## config.mk

```make
export PLATFORM = sky130hd
export DESIGN_NAME = tlp_tx_arbiter
export DESIGN_NICKNAME = d
export VERILOG_FILES = /design/src/rtl/tlp_xcvr_pkg.sv /design/src/rtl/rr_pick.sv /design/src/rtl/tlp_tx_arbiter.sv
export SDC_FILE = /design/constraint.sdc
export NUM_CORES = 1
export LEC_CHECK = 0
export ABC_AREA = 1
export CAP_MARGIN = 20
export CELL_PAD_IN_SITES_DETAIL_PLACEMENT = 1
export CELL_PAD_IN_SITES_GLOBAL_PLACEMENT = 1
export CORE_MARGIN = 2
export CORE_UTILIZATION = 10
export DETAILED_ROUTE_END_ITERATION = 8
export PLACE_DENSITY_LB_ADDON = 0.08
export REMOVE_ABC_BUFFERS = 1
export SETUP_SLACK_MARGIN = 0.02
export SLEW_MARGIN = 10
export SYNTH_ARGS = -nofsm -noshare
export SYNTH_HDL_FRONTEND = slang
export SYNTH_SLANG_ARGS = --single-unit
export TNS_END_PERCENT = 50
```

## constraint.sdc

```tcl
create_clock -name pcieClk_in -period 2.1 [get_ports pcieClk_in]
set_input_delay 0.42 -clock pcieClk_in [delete_from_list [all_inputs] [get_ports pcieClk_in]]
set_output_delay 0.42 -clock pcieClk_in [all_outputs]
set_load 0.05 [all_outputs]
```

## src/rtl/tlp_xcvr_pkg.sv

```systemverilog
// rtl/tlp_xcvr_pkg.sv - shared types and constants for the TLP transmit/receive path
package tlp_xcvr_pkg;

    typedef logic [63:0] uint64;

    localparam int MAX_REQ = 4;
    localparam int IDX_W   = $clog2(MAX_REQ);

    typedef enum logic {
        IDLE = 1'b0,
        BUSY = 1'b1
    } ArbState;

endpackage

```

## src/rtl/rr_pick.sv

```systemverilog
// rtl/rr_pick.sv - combinational round-robin priority encoder (search starts after last)
module rr_pick
    import tlp_xcvr_pkg::*;
#(
    parameter int N = 2
) (
    input  logic [N-1:0]     i_req,
    input  logic [IDX_W-1:0] i_last,
    output logic [N-1:0]     o_grant,
    output logic [IDX_W-1:0] o_idx,
    output logic             o_any
);

    logic [IDX_W-1:0] w_lo_idx;
    logic             w_lo_any;
    logic [IDX_W-1:0] w_hi_idx;
    logic             w_hi_any;

    // Lowest requester above last wins; otherwise wrap to the lowest requester overall.
    always_comb begin
        w_lo_idx = '0;
        w_lo_any = 1'b0;
        w_hi_idx = '0;
        w_hi_any = 1'b0;
        for (int i = N - 1; i >= 0; i--) begin
            if (i_req[i]) begin
                w_lo_idx = IDX_W'(i);
                w_lo_any = 1'b1;
            end
            if (i_req[i] && (i > int'(i_last))) begin
                w_hi_idx = IDX_W'(i);
                w_hi_any = 1'b1;
            end
        end
    end

    assign o_any   = w_lo_any;
    assign o_idx   = w_hi_any ? w_hi_idx : w_lo_idx;
    assign o_grant = w_lo_any ? (N'(1) << o_idx) : '0;

endmodule

```

## src/rtl/tlp_tx_arbiter.sv

```systemverilog
// rtl/tlp_tx_arbiter.sv - packet-level round-robin TX TLP arbiter; optional counters via TLP_TX_ARB_STATS_EN
module tlp_tx_arbiter
    import tlp_xcvr_pkg::*;
#(
    parameter int NUM_REQ = 2
) (
    input  logic                    pcieClk_in,
    input  logic                    pcieRst_in,
    input  logic [NUM_REQ*64-1:0]   reqData_in,
    input  logic [NUM_REQ-1:0]      reqSOP_in,
    input  logic [NUM_REQ-1:0]      reqEOP_in,
    input  logic [NUM_REQ-1:0]      reqValid_in,
    output logic [NUM_REQ-1:0]      reqReady_out,
    output logic [63:0]             txData_out,
    output logic                    txSOP_out,
    output logic                    txEOP_out,
    output logic                    txValid_out,
    input  logic                    txReady_in,
    output logic [NUM_REQ-1:0]      grant_out,
    output logic                    busy_out
`ifdef TLP_TX_ARB_STATS_EN
    ,
    output logic [NUM_REQ*32-1:0]   pktCount_out
`endif
);

    ArbState          r_state;
    ArbState          w_state_nxt;
    logic [IDX_W-1:0] r_last;
    logic [IDX_W-1:0] w_last_nxt;
    logic [IDX_W-1:0] r_owner;
    logic [IDX_W-1:0] w_owner_nxt;

    logic [NUM_REQ-1:0] w_pick_grant;
    logic [IDX_W-1:0]   w_pick_idx;
    logic               w_pick_any;
    logic [NUM_REQ-1:0] w_grant;
    logic [IDX_W-1:0]   w_sel_idx;
    logic               w_xfer;

    rr_pick #(
        .N(NUM_REQ)
    ) u_rr_pick (
        .i_req   (reqValid_in),
        .i_last  (r_last),
        .o_grant (w_pick_grant),
        .o_idx   (w_pick_idx),
        .o_any   (w_pick_any)
    );

    // While a TLP is in flight the owner keeps the pipe; otherwise the live pick does.
    always_comb begin
        if (r_state == BUSY) begin
            w_sel_idx = r_owner;
            w_grant   = NUM_REQ'(1) << r_owner;
        end else begin
            w_sel_idx = w_pick_idx;
            w_grant   = w_pick_any ? w_pick_grant : '0;
        end
    end

    // Route the granted requester's beat straight through to the core pipe.
    always_comb begin
        txData_out = '0;
        for (int i = 0; i < NUM_REQ; i++) begin
            if (w_grant[i]) begin
                txData_out = reqData_in[i*64 +: 64];
            end
        end
    end

    assign txValid_out  = |(w_grant & reqValid_in);
    assign txSOP_out    = |(w_grant & reqSOP_in);
    assign txEOP_out    = |(w_grant & reqEOP_in);
    assign reqReady_out = txReady_in ? w_grant : '0;
    assign grant_out    = w_grant;
    assign busy_out     = (r_state == BUSY);
    assign w_xfer       = txValid_out & txReady_in;

    // Next state: a non-EOP beat locks the owner, an EOP beat rotates the priority.
    always_comb begin
        w_state_nxt = r_state;
        w_last_nxt  = r_last;
        w_owner_nxt = r_owner;
        case (r_state)
            IDLE: begin
                if (w_xfer) begin
                    if (txEOP_out) begin
                        w_last_nxt = w_sel_idx;
                    end else begin
                        w_state_nxt = BUSY;
                        w_owner_nxt = w_sel_idx;
                    end
                end
            end
            BUSY: begin
                if (w_xfer && txEOP_out) begin
                    w_last_nxt  = r_owner;
                    w_state_nxt = IDLE;
                end
            end
            default: w_state_nxt = IDLE;
        endcase
    end

    // Arbitration state; reset abandons any packet in flight so requester 0 goes first.
    always_ff @(posedge pcieClk_in) begin
        if (pcieRst_in) begin
            r_state <= IDLE;
            r_last  <= IDX_W'(NUM_REQ - 1);
            r_owner <= '0;
        end else begin
            r_state <= w_state_nxt;
            r_last  <= w_last_nxt;
            r_owner <= w_owner_nxt;
        end
    end

`ifdef TLP_TX_ARB_STATS_EN
    logic [NUM_REQ*32-1:0] r_pkt_count;

    // Per-requester completed-TLP counters, wrapping naturally at 2^32.
    always_ff @(posedge pcieClk_in) begin
        if (pcieRst_in) begin
            r_pkt_count <= '0;
        end else begin
            for (int i = 0; i < NUM_REQ; i++) begin
                if (w_xfer && txEOP_out && w_grant[i]) begin
                    r_pkt_count[i*32 +: 32] <= r_pkt_count[i*32 +: 32] + 32'd1;
                end
            end
        end
    end

    assign pktCount_out = r_pkt_count;
`endif

endmodule

```

Word level (Yosys, flattened, before mapping)
Index checks and enable logic that the tools add are counted.
Widths: inputs -> output; s select.
{ "op_classes": {"magnitude_cmp": 1, "eq_ne": 3, "shift": 2, "n_mux": 20, "bitwise": 6, "reduce_logical": 7} }
{ "ops": {"columns": ["op", "count"], "rows": [
  ["$mux 64", 2],
  ["$mux 2", 6],
  ["$mux 1", 10],
  ["$and 2x2->2", 3],
  ["$reduce_and 3->1", 2],
  ["$reduce_or 2->1", 3],
  ["$ne 2x2->1 const B", 2],
  ["$pmux 2 s2", 1],
  ["$shl 1x2->2 const A", 2],
  ["$gt 1x2->1 const A", 1],
  ["$logic_and 1x1->1", 2],
  ["$ne 2x1->1 const B", 1],
  ["$not 1->1", 2],
  ["$pmux 1 s2", 1],
  ["$and 1x1->1", 1]
]} }
{ "totals": {"regBits": 5, "in_bits": 137, "output_inout_bits": 72} }

Longest topological paths before layout
{ "depth": {"word_depth": 13, "mapped_depth": 9, "ltp_nobuf": 9} }

Hierarchy
A second synthesis with hierarchy kept.
{ "hier_totals": {"hier_cells": 285, "area_unflattened_um2": 1346.3} }
{ "modules_own_cells": {"columns": ["mod", "n_inst", "cells_per_inst", "area_each_um2", "seq_area_each_um2"], "rows": [
  ["tlp_tx_arbiter", 1, 275, 1298.7, 100.1],
  ["rr_pick", 1, 10, 47.5, 0.0]
]} }

Worst setup path before layout
No wires, ideal clock.
{ "synth_path": {"kind": "flip-flop to output port", "startpoint": "register with a tool-made name", "endpoint": "output txData_out[49]", "arrival_time_ns": 1.838, "path_slack_ns": -0.158, "path_stages_with_launch": 5, "cell_sequence": "dfxtp_1 nand2_2 nand2_2 buf_2 a22o_1"} }
{ "synth_rtl": {"columns": ["item", "line", "source"], "rows": [
  ["end: declaration", "tlp_tx_arbiter.sv:14", "output logic [63:0] txData_out,"]
]} }

Worst setup path in the final report
{ "layout_path": {"startpoint": "input reqValid_in[1]", "endpoint": "output txData_out[25]"} }
{ "layout_via": {"elab_chain_len": 8, "elab_cells_between_ends": 13, "cone_classes": "shift: 1; mux: 11; reduce/logical: 1"} }
{ "layout_lines": {"columns": ["item", "line", "source"], "rows": [
  ["start: declaration", "tlp_tx_arbiter.sv:12", "input logic [NUM_REQ-1:0] reqValid_in,"],
  ["$mux 1 or $logic_and 1x1->1 (tied branches)", "rr_pick.sv:26, rr_pick.sv:30", null],
  ["$mux 1 (on tied branches)", "rr_pick.sv:26, rr_pick.sv:30", null],
  ["$mux 1", "rr_pick.sv:38", "assign o_idx = w_hi_any ? w_hi_idx : w_lo_idx;"],
  ["$shl 1x2->2", "rr_pick.sv:39", "assign o_grant = w_lo_any ? (N'(1) << o_idx) : '0;"],
  ["$mux 2 (*)", "tlp_tx_arbiter.sv:58", "w_grant = w_pick_any ? w_pick_grant : '0;"],
  ["$mux 2 (*)", "tlp_tx_arbiter.sv:53", "if (r_state == BUSY) begin"],
  ["$mux 64", "tlp_tx_arbiter.sv:66", "if (w_grant[i]) begin"],
  ["$mux 64 (*)", "tlp_tx_arbiter.sv:66", null]
]} }
Every way passes the cells marked *; elsewhere a longest branch is shown, timed or not.

==> impl_metrics.csv <==
group,metric,value,unit
final_layout,drive_above_1_share,0.3374,
route,drtAntennaViolNets,0,
clock_tree,htreeDepth,1,
floorplanning,dieHeight,99.90,um
timing,worst_pin_slew,0.5104,ns
timing,skew,0.001097,ns
global_route,grt_pass1_vias,1999,
logic_synthesis,yosysSeqAreaShare,0.06531,
placed_design,placed_cell_area,3862,um2
placed_design,io_buffers,208,
global_route,grt_pass1_wl,12.03,mm
floorplanning,rows,34,
final_layout,synthToLayoutAreaGrowth,340.5,%
logic_synthesis,ys_seq_elements,3,
floorplanning,fp.dieW,99.90,um
clock_tree,clockBufferDepth,2,
clock_tree,cts.reportedPaths.clkPinSlew,0.03,ns
logic_synthesis,synth_common_cells,"a22o_1, nand2_1, buf_6, nor2_1",
logic_synthesis,synth.cell_area,919.6,um2
route,first_pass_iters,4,
final_layout,fillers,936,
logic_synthesis,syn_inst,118,
timing,setup_violations,0,
pwr,ir_worst_vdd,0.0001972,V
route,routedWlPerCell,19.68,um
pwr,power,0.002298,W
logic_synthesis,netlist.area_leader.share,0.6190,
clock_tree,hold_buffers,0,
logic_synthesis,synthTopCellsByArea,"a22o_1, buf_6, dfxtp_1, nand2_1, a21oi_1",
setup_path,crit_path_end_kind,"output pin",
floorplanning,start_util,0.1044,
setup_path,worst_ep_required_time,1.68,ns
global_route,grt_max_degree,44,
global_route,overflow,0,
logic_synthesis,synth_compound_area_frac,0.6517,
setup_path,critical_path_arrival,1.60,ns
timing,relSlewSlack,0.6587,
global_route,antenna_found_initial,0,
logic_synthesis,synth_edf_count,0,
setup_path,critical_path_class,"input pin to output pin",
route,drt_iter0_drc,8,
clock_tree,cts_tree,"yes",
setup_path,cpMaxStageDelayCell,"clkdlybuf4s15_2",
logic_synthesis,synthFlopType,"dfxtp_1",
route,vias,1842,
logic_synthesis,synthSimpleGateAreaFrac,0.1184,
logic_synthesis,synth_adder_area_share,0,
outcome,status,"finished clean",
final_layout,nets,467,
logic_synthesis,ys_async_sr_fraction,0,
floorplanning,io_pins,209,
clock_tree,clock_latency,0.21,ns
timing,fin_setup_tns,0,ns
logic_synthesis,post_synth_xor_area_fraction,0,
logic_synthesis,yosysMostFrequentCell,"a22o_1",
setup_path,cp-start-kind,"input pin",
clock_tree,root_buffer,"clkbuf_8",
setup_path,r2r_cells,11,
final_layout,diodes,0,
setup_path,cpPeakStageDelay,0.21,ns
floorplanning,core,8806,um2
logic_synthesis,yosys_warnings,0,
final_layout,final_cell_area,4051,um2
setup_path,crit_path_max_fanout,30,
timing,slew_viol_final,0,
hold_path,hold_class,"flop to flop",
logic_synthesis,yosys.area.top_type,"a22o_1",
job,drv_cap,0,
logic_synthesis,syn_area_per_cell,7.793,um2
global_route,track_usage,0.1577,
timing,finalHoldViolations,0,
route,drc,0,
placed_design,gp_congestion,0.7442,
timing,max_freq,495.8,MHz
clock_tree,numCtsBuffers,3,
timing,period_share,0.9605,
setup_path,crit_chain,"clkdlybuf4s15_2 -> inv_2 -> nand2_1 -> nand3_2 -> nand2_2 -> inv_4 -> buf_12 -> a22o_1 -> buf_12",
timing,whs,0.5045,ns
logic_synthesis,synth_cell_type_count,14,
timing,fin_crit,2.017,ns
pwr,power_per_cell_area,567.3,nW/um2
timing,rsz0062_at_grt,"yes",
logic_synthesis,synth_top_family_by_area,"compound AO/OA/AOI/OAI gates",
route,viasPerCell,4.215,
logic_synthesis,synth_mux_area_frac,0,
route,wl,8.600,mm
pwr,leakage,1.760,nW
placed_design,hpwl,7.245,mm
floorplanning,dieArea,9979,um2
setup_path,crit_top_cell,"buf_12",
hold_path,whs_path_depth,2,
clock_tree,clock-sinks,3,
metrics by stage:
step	setup WS, ns	instances	util
6_report	0.08299	437	0.4601
5_1_grt	0.008800	437	0.4601
4_1_cts	0.02300	437	0.4506
3_5_place_dp	-0.2390	432	0.4386
3_3_place_gp	-0.2037	432	0.4386
2_1_floorplan	-0.6214	104	-
cell families (layout without fill, tap and decap cells):
kind of cell           count (synthesis)  after routing
AOI/OAI and AO/OA                     71             71
and+or+nand+nor                       23             23
buffers and inverters                 21            232
DFF                                    3              3
report_power, final:
part,internal [W],switching (W),leakage [nW]
Sequential,0.0000625,0.00000529,0.0250
Combinational,0.00106,0.00101,1.71
Clock,0.000129,0.0000324,0.0228
Total,0.00125,0.00105,1.76
area by class of cell:
| type | instances | area, um2 | area share |
|---|---|---|---|
| repair buffers | 221 | 2963 | 0.7313 |
| multi-input cells | 94 | 818.3 | 0.2020 |
| well taps | 108 | 135.1 | 0.03335 |
| flip-flops and latches | 3 | 61.31 | 0.01513 |
| clock buffers | 4 | 45.04 | 0.01112 |
| inverters | 7 | 28.78 | 0.007103 |
metal layers:
layer | global-route usage | vias to the layer above | share of wire
li1 | - | 900 | -
met1 | 0.1751 | 852 | 0.37
met2 | 0.3165 | 86 | 0.57
met3 | 0.02507 | 4 | 0.058
met4 | 0.02529 | 0 | 0.0092
met5 | 0 | - | 0
worst paths after layout:
check	from	end	slack [ns]
min reg2reg	r_owner[0]$_SDFFE_PP0P_	r_owner[0]$_SDFFE_PP0P_	0.50
max reg2reg	r_last[0]$_SDFFE_PP1P_	r_owner[0]$_SDFFE_PP0P_	0.55
max	reqValid_in[1]	txData_out[25]	0.08
min	r_owner[0]$_SDFFE_PP0P_	r_owner[0]$_SDFFE_PP0P_	0.50
critical path, delay by kind of cell:
kind            cells  cell delay, ns
simple gates        3            0.20
buf+inv             5            0.75
compound gates      1            0.21
layout by cell type (no fill, tap or decap):
cell,netlist,final
inv_2,3,2
inv_4,0,1
nand2_2,2,4
nand2_1,10,8
nand3_1,4,4
dfxtp_2,0,1
a21oi_1,4,4
buf_16,0,1
clkbuf_1,1,1
dfxtp_1,3,2
o21ai_0,2,2
nand3_2,2,2
nor2_1,5,5
clkbuf_8,0,3
buf_12,0,75
a22o_1,65,53
clkdlybuf4s50_1,0,135
buf_4,0,8
clkdlybuf4s15_2,0,2
a22o_4,0,12
inv_1,4,4
what timing repair did:
item,4_1_cts,5_1_grt
pin swaps,2,1
hold endpoints to repair,0,0
gates resized for setup,11,12
setup endpoints to repair,70,16
setup buffers,0,0
gates cloned,1,0
(Power assumes the default switching activity.)
